## src/rtl/encode_pri_rr_if.sv

```systemverilog
// ---------------------------------------------------------------------------
// encode_pri_rr_if
//   Request/result bundle between a request source, the encode_pri_rr
//   selector and the downstream consumer.
//
//   Signals
//     en         source -> block  encode enable, sampled with x on a transfer
//     in_valid   source -> block  x/en are valid this cycle
//     in_ready   block  -> source block can accept x this cycle
//     x          source -> block  request vector, N bits
//     out_valid  block  -> sink   y/none/multi hold a result
//     out_ready  sink   -> block  consumer accepts the result this cycle
//     y          block  -> sink   encoded index of the granted request
//     none       block  -> sink   result had no request (x==0 or en==0)
//     multi      block  -> sink   more than one request bit was set
//
//   Modports
//     slave   : the encoder's view
//     master  : the environment's view (source plus consumer)
// ---------------------------------------------------------------------------
interface encode_pri_rr_if #(
  parameter int N = 8
);
  localparam int W = $clog2(N);

  logic         en;
  logic         in_valid;
  logic         in_ready;
  logic [N-1:0] x;
  logic         out_valid;
  logic         out_ready;
  logic [W-1:0] y;
  logic         none;
  logic         multi;

  modport slave (
    input  en,
    input  in_valid,
    input  x,
    input  out_ready,
    output in_ready,
    output out_valid,
    output y,
    output none,
    output multi
  );

  modport master (
    output en,
    output in_valid,
    output x,
    output out_ready,
    input  in_ready,
    input  out_valid,
    input  y,
    input  none,
    input  multi
  );
endinterface

```

## src/rtl/encode_pri_rr.sv

```systemverilog
// ---------------------------------------------------------------------------
// encode_pri_rr
//   N-to-log2(N) priority encoder with a registered result and valid/ready
//   handshake on both sides. Selects one request out of x according to MODE:
//     0 : fixed priority, highest index wins
//     1 : fixed priority, lowest index wins
//     2 : round-robin, search starts just after the last granted index
//
//   Ports
//     clk     clock, all state changes on the rising edge
//     rst     asynchronous active-high reset
//     io_bus  encode_pri_rr_if slave modport (en, in_valid/in_ready, x,
//             out_valid/out_ready, y, none, multi)
//
//   Parameters
//     N     number of request lines, N >= 2, need not be a power of two
//     MODE  selection policy as listed above
// ---------------------------------------------------------------------------
module encode_pri_rr #(
  parameter int N    = 8,
  parameter int MODE = 0
) (
  input  logic           clk,
  input  logic           rst,
  encode_pri_rr_if.slave io_bus
);
  localparam int         W     = $clog2(N);
  // N held in W+1 bits: enough for the ptr+offset sum, which is < 2N.
  localparam logic [W:0] N_EXT = (W+1)'(N);

  // Registered result and round-robin pointer
  logic         r_out_valid;
  logic [W-1:0] r_y;
  logic         r_none;
  logic         r_multi;
  logic [W-1:0] r_ptr;

  // Combinational selection path
  logic         w_in_ready;
  logic         w_in_xfer;
  logic [N-1:0] w_req;
  logic         w_any;
  logic         w_multi;
  logic [W-1:0] w_hi_idx;
  logic [W-1:0] w_lo_idx;
  logic [W-1:0] w_rr_idx;
  logic [W-1:0] w_sel_idx;
  logic [W-1:0] w_rot_idx [N];
  logic [N-1:0] w_rot_req;

  // Accept whenever the output slot is empty or is being drained this cycle.
  assign w_in_ready = !r_out_valid || io_bus.out_ready;
  assign w_in_xfer  = io_bus.in_valid && w_in_ready;

  // en=0 behaves exactly like an all-zero request vector.
  assign w_req   = io_bus.en ? io_bus.x : '0;
  assign w_any   = |w_req;
  // Clearing the lowest set bit leaves something only if two or more were set.
  assign w_multi = |(w_req & (w_req - N'(1)));

  // Round-robin view of the requests: slot gi holds request (ptr+1+gi) mod N,
  // so slot 0 is the first candidate and slot N-1 is ptr itself. The wrap is
  // done against N, never against 2^W, so non-power-of-two N never yields an
  // index >= N.
  generate
    for (genvar gi = 0; gi < N; gi++) begin : g_rot
      logic [W:0] w_sum;
      assign w_sum          = {1'b0, r_ptr} + (W+1)'(gi + 1);
      assign w_rot_idx[gi]  = (w_sum >= N_EXT) ? W'(w_sum - N_EXT) : W'(w_sum);
      assign w_rot_req[gi]  = w_req[w_rot_idx[gi]];
    end
  endgenerate

  // Highest set index: later iterations override earlier ones.
  always_comb begin
    w_hi_idx = '0;
    for (int i = 0; i < N; i++) begin
      if (w_req[i]) w_hi_idx = W'(i);
    end
  end

  // Lowest set index.
  always_comb begin
    w_lo_idx = '0;
    for (int i = N - 1; i >= 0; i--) begin
      if (w_req[i]) w_lo_idx = W'(i);
    end
  end

  // First requesting slot in round-robin order.
  always_comb begin
    w_rr_idx = '0;
    for (int i = N - 1; i >= 0; i--) begin
      if (w_rot_req[i]) w_rr_idx = w_rot_idx[i];
    end
  end

  always_comb begin
    w_sel_idx = '0;
    case (MODE)
      0:       w_sel_idx = w_hi_idx;
      1:       w_sel_idx = w_lo_idx;
      default: w_sel_idx = w_rr_idx;
    endcase
  end

  // Result register. A new input overwrites the slot in the same edge that
  // the old result is drained, so back-to-back transfers have no bubble.
  always_ff @(posedge clk or posedge rst) begin
    if (rst) begin
      r_out_valid <= 1'b0;
      r_y         <= '0;
      r_none      <= 1'b0;
      r_multi     <= 1'b0;
      r_ptr       <= W'(N - 1);
    end else begin
      if (w_in_xfer) begin
        r_out_valid <= 1'b1;
        r_y         <= w_any ? w_sel_idx : '0;
        r_none      <= !w_any;
        r_multi     <= w_multi;
        // Pointer only moves on an actual grant; empty results keep it.
        if (MODE == 2 && w_any) begin
          r_ptr <= w_sel_idx;
        end
      end else if (io_bus.out_ready) begin
        r_out_valid <= 1'b0;
      end
    end
  end

  assign io_bus.in_ready  = w_in_ready;
  assign io_bus.out_valid = r_out_valid;
  assign io_bus.y         = r_y;
  assign io_bus.none      = r_none;
  assign io_bus.multi     = r_multi;
endmodule

```

## src/flat_wrapper.sv

```systemverilog
// flat-port wrapper written by rule: the top's interface ports become plain ports
module encode_pri_rr_flat 
#(
  parameter int N    = 8,
  parameter int MODE = 0
)
  (clk, rst, io_bus_en, io_bus_in_valid, io_bus_x, io_bus_out_ready, io_bus_in_ready, io_bus_out_valid, io_bus_y, io_bus_none, io_bus_multi);
  encode_pri_rr_if #(.N(N)) io_bus_i ();
  input  logic clk;
  input  logic rst;
  input wire logic [$bits(io_bus_i.en)-1:0] io_bus_en;
  input wire logic [$bits(io_bus_i.in_valid)-1:0] io_bus_in_valid;
  input wire logic [$bits(io_bus_i.x)-1:0] io_bus_x;
  input wire logic [$bits(io_bus_i.out_ready)-1:0] io_bus_out_ready;
  output wire logic [$bits(io_bus_i.in_ready)-1:0] io_bus_in_ready;
  output wire logic [$bits(io_bus_i.out_valid)-1:0] io_bus_out_valid;
  output wire logic [$bits(io_bus_i.y)-1:0] io_bus_y;
  output wire logic [$bits(io_bus_i.none)-1:0] io_bus_none;
  output wire logic [$bits(io_bus_i.multi)-1:0] io_bus_multi;
  assign io_bus_i.en = io_bus_en;
  assign io_bus_i.in_valid = io_bus_in_valid;
  assign io_bus_i.x = io_bus_x;
  assign io_bus_i.out_ready = io_bus_out_ready;
  assign io_bus_in_ready = io_bus_i.in_ready;
  assign io_bus_out_valid = io_bus_i.out_valid;
  assign io_bus_y = io_bus_i.y;
  assign io_bus_none = io_bus_i.none;
  assign io_bus_multi = io_bus_i.multi;
  encode_pri_rr #(.N(N), .MODE(MODE)) u_core (.clk(clk), .rst(rst), .io_bus(io_bus_i));
endmodule
```

## config.mk

```make
export PLATFORM = sky130hd
export DESIGN_NAME = encode_pri_rr_flat
export DESIGN_NICKNAME = d
export VERILOG_FILES = /design/src/rtl/encode_pri_rr_if.sv /design/src/rtl/encode_pri_rr.sv /design/src/flat_wrapper.sv
export SDC_FILE = /design/constraint.sdc
export NUM_CORES = 1
export LEC_CHECK = 0
export ABC_CLOCK_PERIOD_IN_PS = 2750
export CORE_AREA = 2 2 39 41
export CTS_CLUSTER_DIAMETER = 80
export CTS_CLUSTER_SIZE = 25
export DETAILED_ROUTE_END_ITERATION = 8
export DIE_AREA = 0 0 41 43
export RECOVER_POWER = 100
export SYNTH_ARGS = -nofsm -noshare
export SYNTH_HDL_FRONTEND = slang
export SYNTH_SLANG_ARGS = --single-unit
```

## constraint.sdc

```tcl
create_clock -name clk -period 2.75 [get_ports clk]
set_clock_uncertainty 0.2 [all_clocks]
set_input_delay 0.275 -clock clk [delete_from_list [all_inputs] [get_ports clk]]
set_output_delay 0.275 -clock clk [all_outputs]
set_load 0.1 [all_outputs]
```

==> flow_summary_export.csv <==
group,metric,value,unit
timing,fin_setup_tns,0,ns
timing,timing.fmax,0.522,GHz
synth,ys_seq_area_frac,0.418,
power,leakage,0.228,nW
synth,synth_flop_cell,"dfrtp_1",
die,core,1380,µm²
finish,stdcell_count,78,
power,power,0.000342,W
clock_tree,clock_latency,0.24,ns
timing,period_share,0.697,
clock_tree,postCtsHoldBufs,0,
critical_path,critPathSlowestCell,"clkbuf_1",
timing,holdWs,0.183,ns
timing,drv_slew,0,
die,rows,14,
global_routing,grt_util_all_layers,0.113,
clock_tree,cts_buffer_depth,2,
placement,dp_hpwl,689,µm
timing,rsz0062_at_grt,"false",
run_status,outcome,"complete, no violations",
finish,n_antenna_cell,0,
synth,syn_nets,53,
finish,layout_commonest_cell,"clkdlybuf4s50_1",
hold_path,hold_path.class,"input pin to async pin",
drt,first_pass_iters,2,
die,die_h,43,µm
global_routing,grt_antenna_before_repair,0,
die,ioPinCount,20,
die,dieArea,1760,µm²
clock_tree,post_cts_buffers,0,
drt,ant_nets,0,
timing,layout_min_cycle_time,1.92,ns
clock_tree,cts_sinks,6,
synth,synthArstFlopShare,1.00,
drt,drtIter0Drc,1,
timing,relSlewSlack,0.228,
clock_tree,cts_tree,"built",
drt,viasPerCell,4.82,
critical_path,arrival,1.44,ns
global_routing,grt_pass1_wl,1340,µm
critical_path,endpoint_kind,"output pin",
critical_path,required,2.28,ns
critical_path,cp_num_buf_inv,1,
finish,post-route-util,0.399,
synth,postSynthCellCount,40,
critical_path,worstPathCellList,"clkbuf_1",
synth,ys_types,21,
critical_path,cp-start-kind,"flop",
global_routing,grt_remaining_overflow,0,
drt,drt_wl_total,837,µm
finish,drive_gt1_frac,0.0968,
global_routing,grt_max_degree,8,
finish,mostFrequentLayoutCells,"clkdlybuf4s50_1, clkbuf_1, dfrtp_1, nand2_1, dlygate4sd3_1",
drt,post_drt_wl_per_cell,10.7,µm
synth,synth_edf_count,0,
power,peakVddDrop,0.138,mV
clock_tree,clock-root-buffer,"clkbuf_4",
clock_tree,cts_made_buffers,3,
job,drv_cap,0,
timing,worstMarginPinSlew,1.16,ns
critical_path,cp_max_fo,2,
timing,setup_viol,0,
global_routing,grt_pass1_vias,353,
placement,place_congestion,0.673,
placement,port_buffers,19,
clock_tree,cts.reportedPaths.clkPinSlew,0.04,ns
clock_tree,cts_resized,0,
synth,syn_area_per_cell,8.98,µm²
timing,hold_viol,0,
finish,nNetsFinal,77,
synth,ys_ff_latch,6,
synth,yosys_warnings,0,
drt,drc_errors,0,
critical_path,crit_family,"buffers and inverters",
placement,placed_cells,75,
die,initial_core_util,0.259,
power,p_per_area,620,nW/µm²
critical_path,setup.worst_path.class,"flop to output pin",
drt,via_count,376,
finish,area_growth,53.7,%
synth,syn-cell-area,359,µm²
clock_tree,cts-htree-levels,1,
critical_path,cp_slowest_stage_delay,0.86,ns
finish,nFillCells,160,
die,die_w,41,µm
-- path summary, 6_finish.rpt --
kind | to | start | depth (start not counted) | slack, ns
max | io_bus_multi | u_core.io_bus.multi$_DFFE_PP0P_ | 1 | 0.83
min reg2reg | u_core.io_bus.y[2]$_DFFE_PP0P_ | u_core.io_bus.y[2]$_DFFE_PP0P_ | 2 | 0.27
max reg2reg | u_core.io_bus.none$_DFFE_PP0P_ | u_core.io_bus.out_valid$_DFFE_PP0P_ | 3 | 1.39
min | u_core.io_bus.none$_DFFE_PP0P_ | rst | 2 | 0.18
min in group clk | u_core.io_bus.y[2]$_DFFE_PP0P_ | u_core.io_bus.y[2]$_DFFE_PP0P_ | 2 | 0.27
max in group asynchronous | u_core.io_bus.out_valid$_DFFE_PP0P_ | rst | 2 | 1.97
-- area by class of cell --
class | instances | area, µm² | share of cell area
timing repair buffer | 19 | 150 | 0.272
tap | 16 | 20.0 | 0.0363
multi-input combinational | 32 | 201 | 0.365
inverter | 2 | 7.51 | 0.0136
clock buffer | 3 | 22.5 | 0.0408
sequential | 6 | 150 | 0.272
-- per-layer routing --
metal | track usage | wire [µm] | up-vias
met3 | 0.0157 | 86 | 0
li1 | - | - | 199
met2 | 0.163 | 382 | 15
met1 | 0.136 | 368 | 162
met5 | 0 | 0 | -
met4 | 0.100 | 0 | 0
-- registers in the layout, indices dropped and copies added (netlist names) --
| name | count |
|---|---|
| u_core.io_bus.multi | 1 |
| u_core.io_bus.none | 1 |
| u_core.io_bus.y | 3 |
| u_core.io_bus.out_valid | 1 |
-- power breakdown --
part / switching [W] / internal [W] / total (W)
sequential: 0.00000561 / 0.000100 / 0.000106
combinational: 0.000124 / 0.0000332 / 0.000157
clock: 0.0000297 / 0.0000492 / 0.0000789
-- kinds of logic (layout without fill, tap and decap cells) --
family,Yosys count,after routing,share of synthesized area
buf+inv,2,24,0.0209
mux,2,2,0.0592
simple gates,17,17,0.254
flops,6,6,0.418
compound gates,13,13,0.247
-- per-stage QoR --
step | area (µm²) | worst slack (ns)
final | 552 | 0.833
after global routing | 552 | 0.778
after CTS | 577 | 1.03
after detailed placement | 554 | 0.770
after global placement | 554 | 0.781
after floorplan | 362 | 0.220
-- synth_stat cells, types with 2 or more instances --
cell type	count	area share
a21oi_1	2	0.028
dfrtp_1	6	0.42
inv_1	2	0.021
nand2_1	5	0.052
nand2b_1	3	0.052
nor2_1	2	0.021
nor3_1	3	0.042
o21ai_0	3	0.042
o31ai_1	2	0.042
Note: power is estimated with default switching activity, not from simulation.
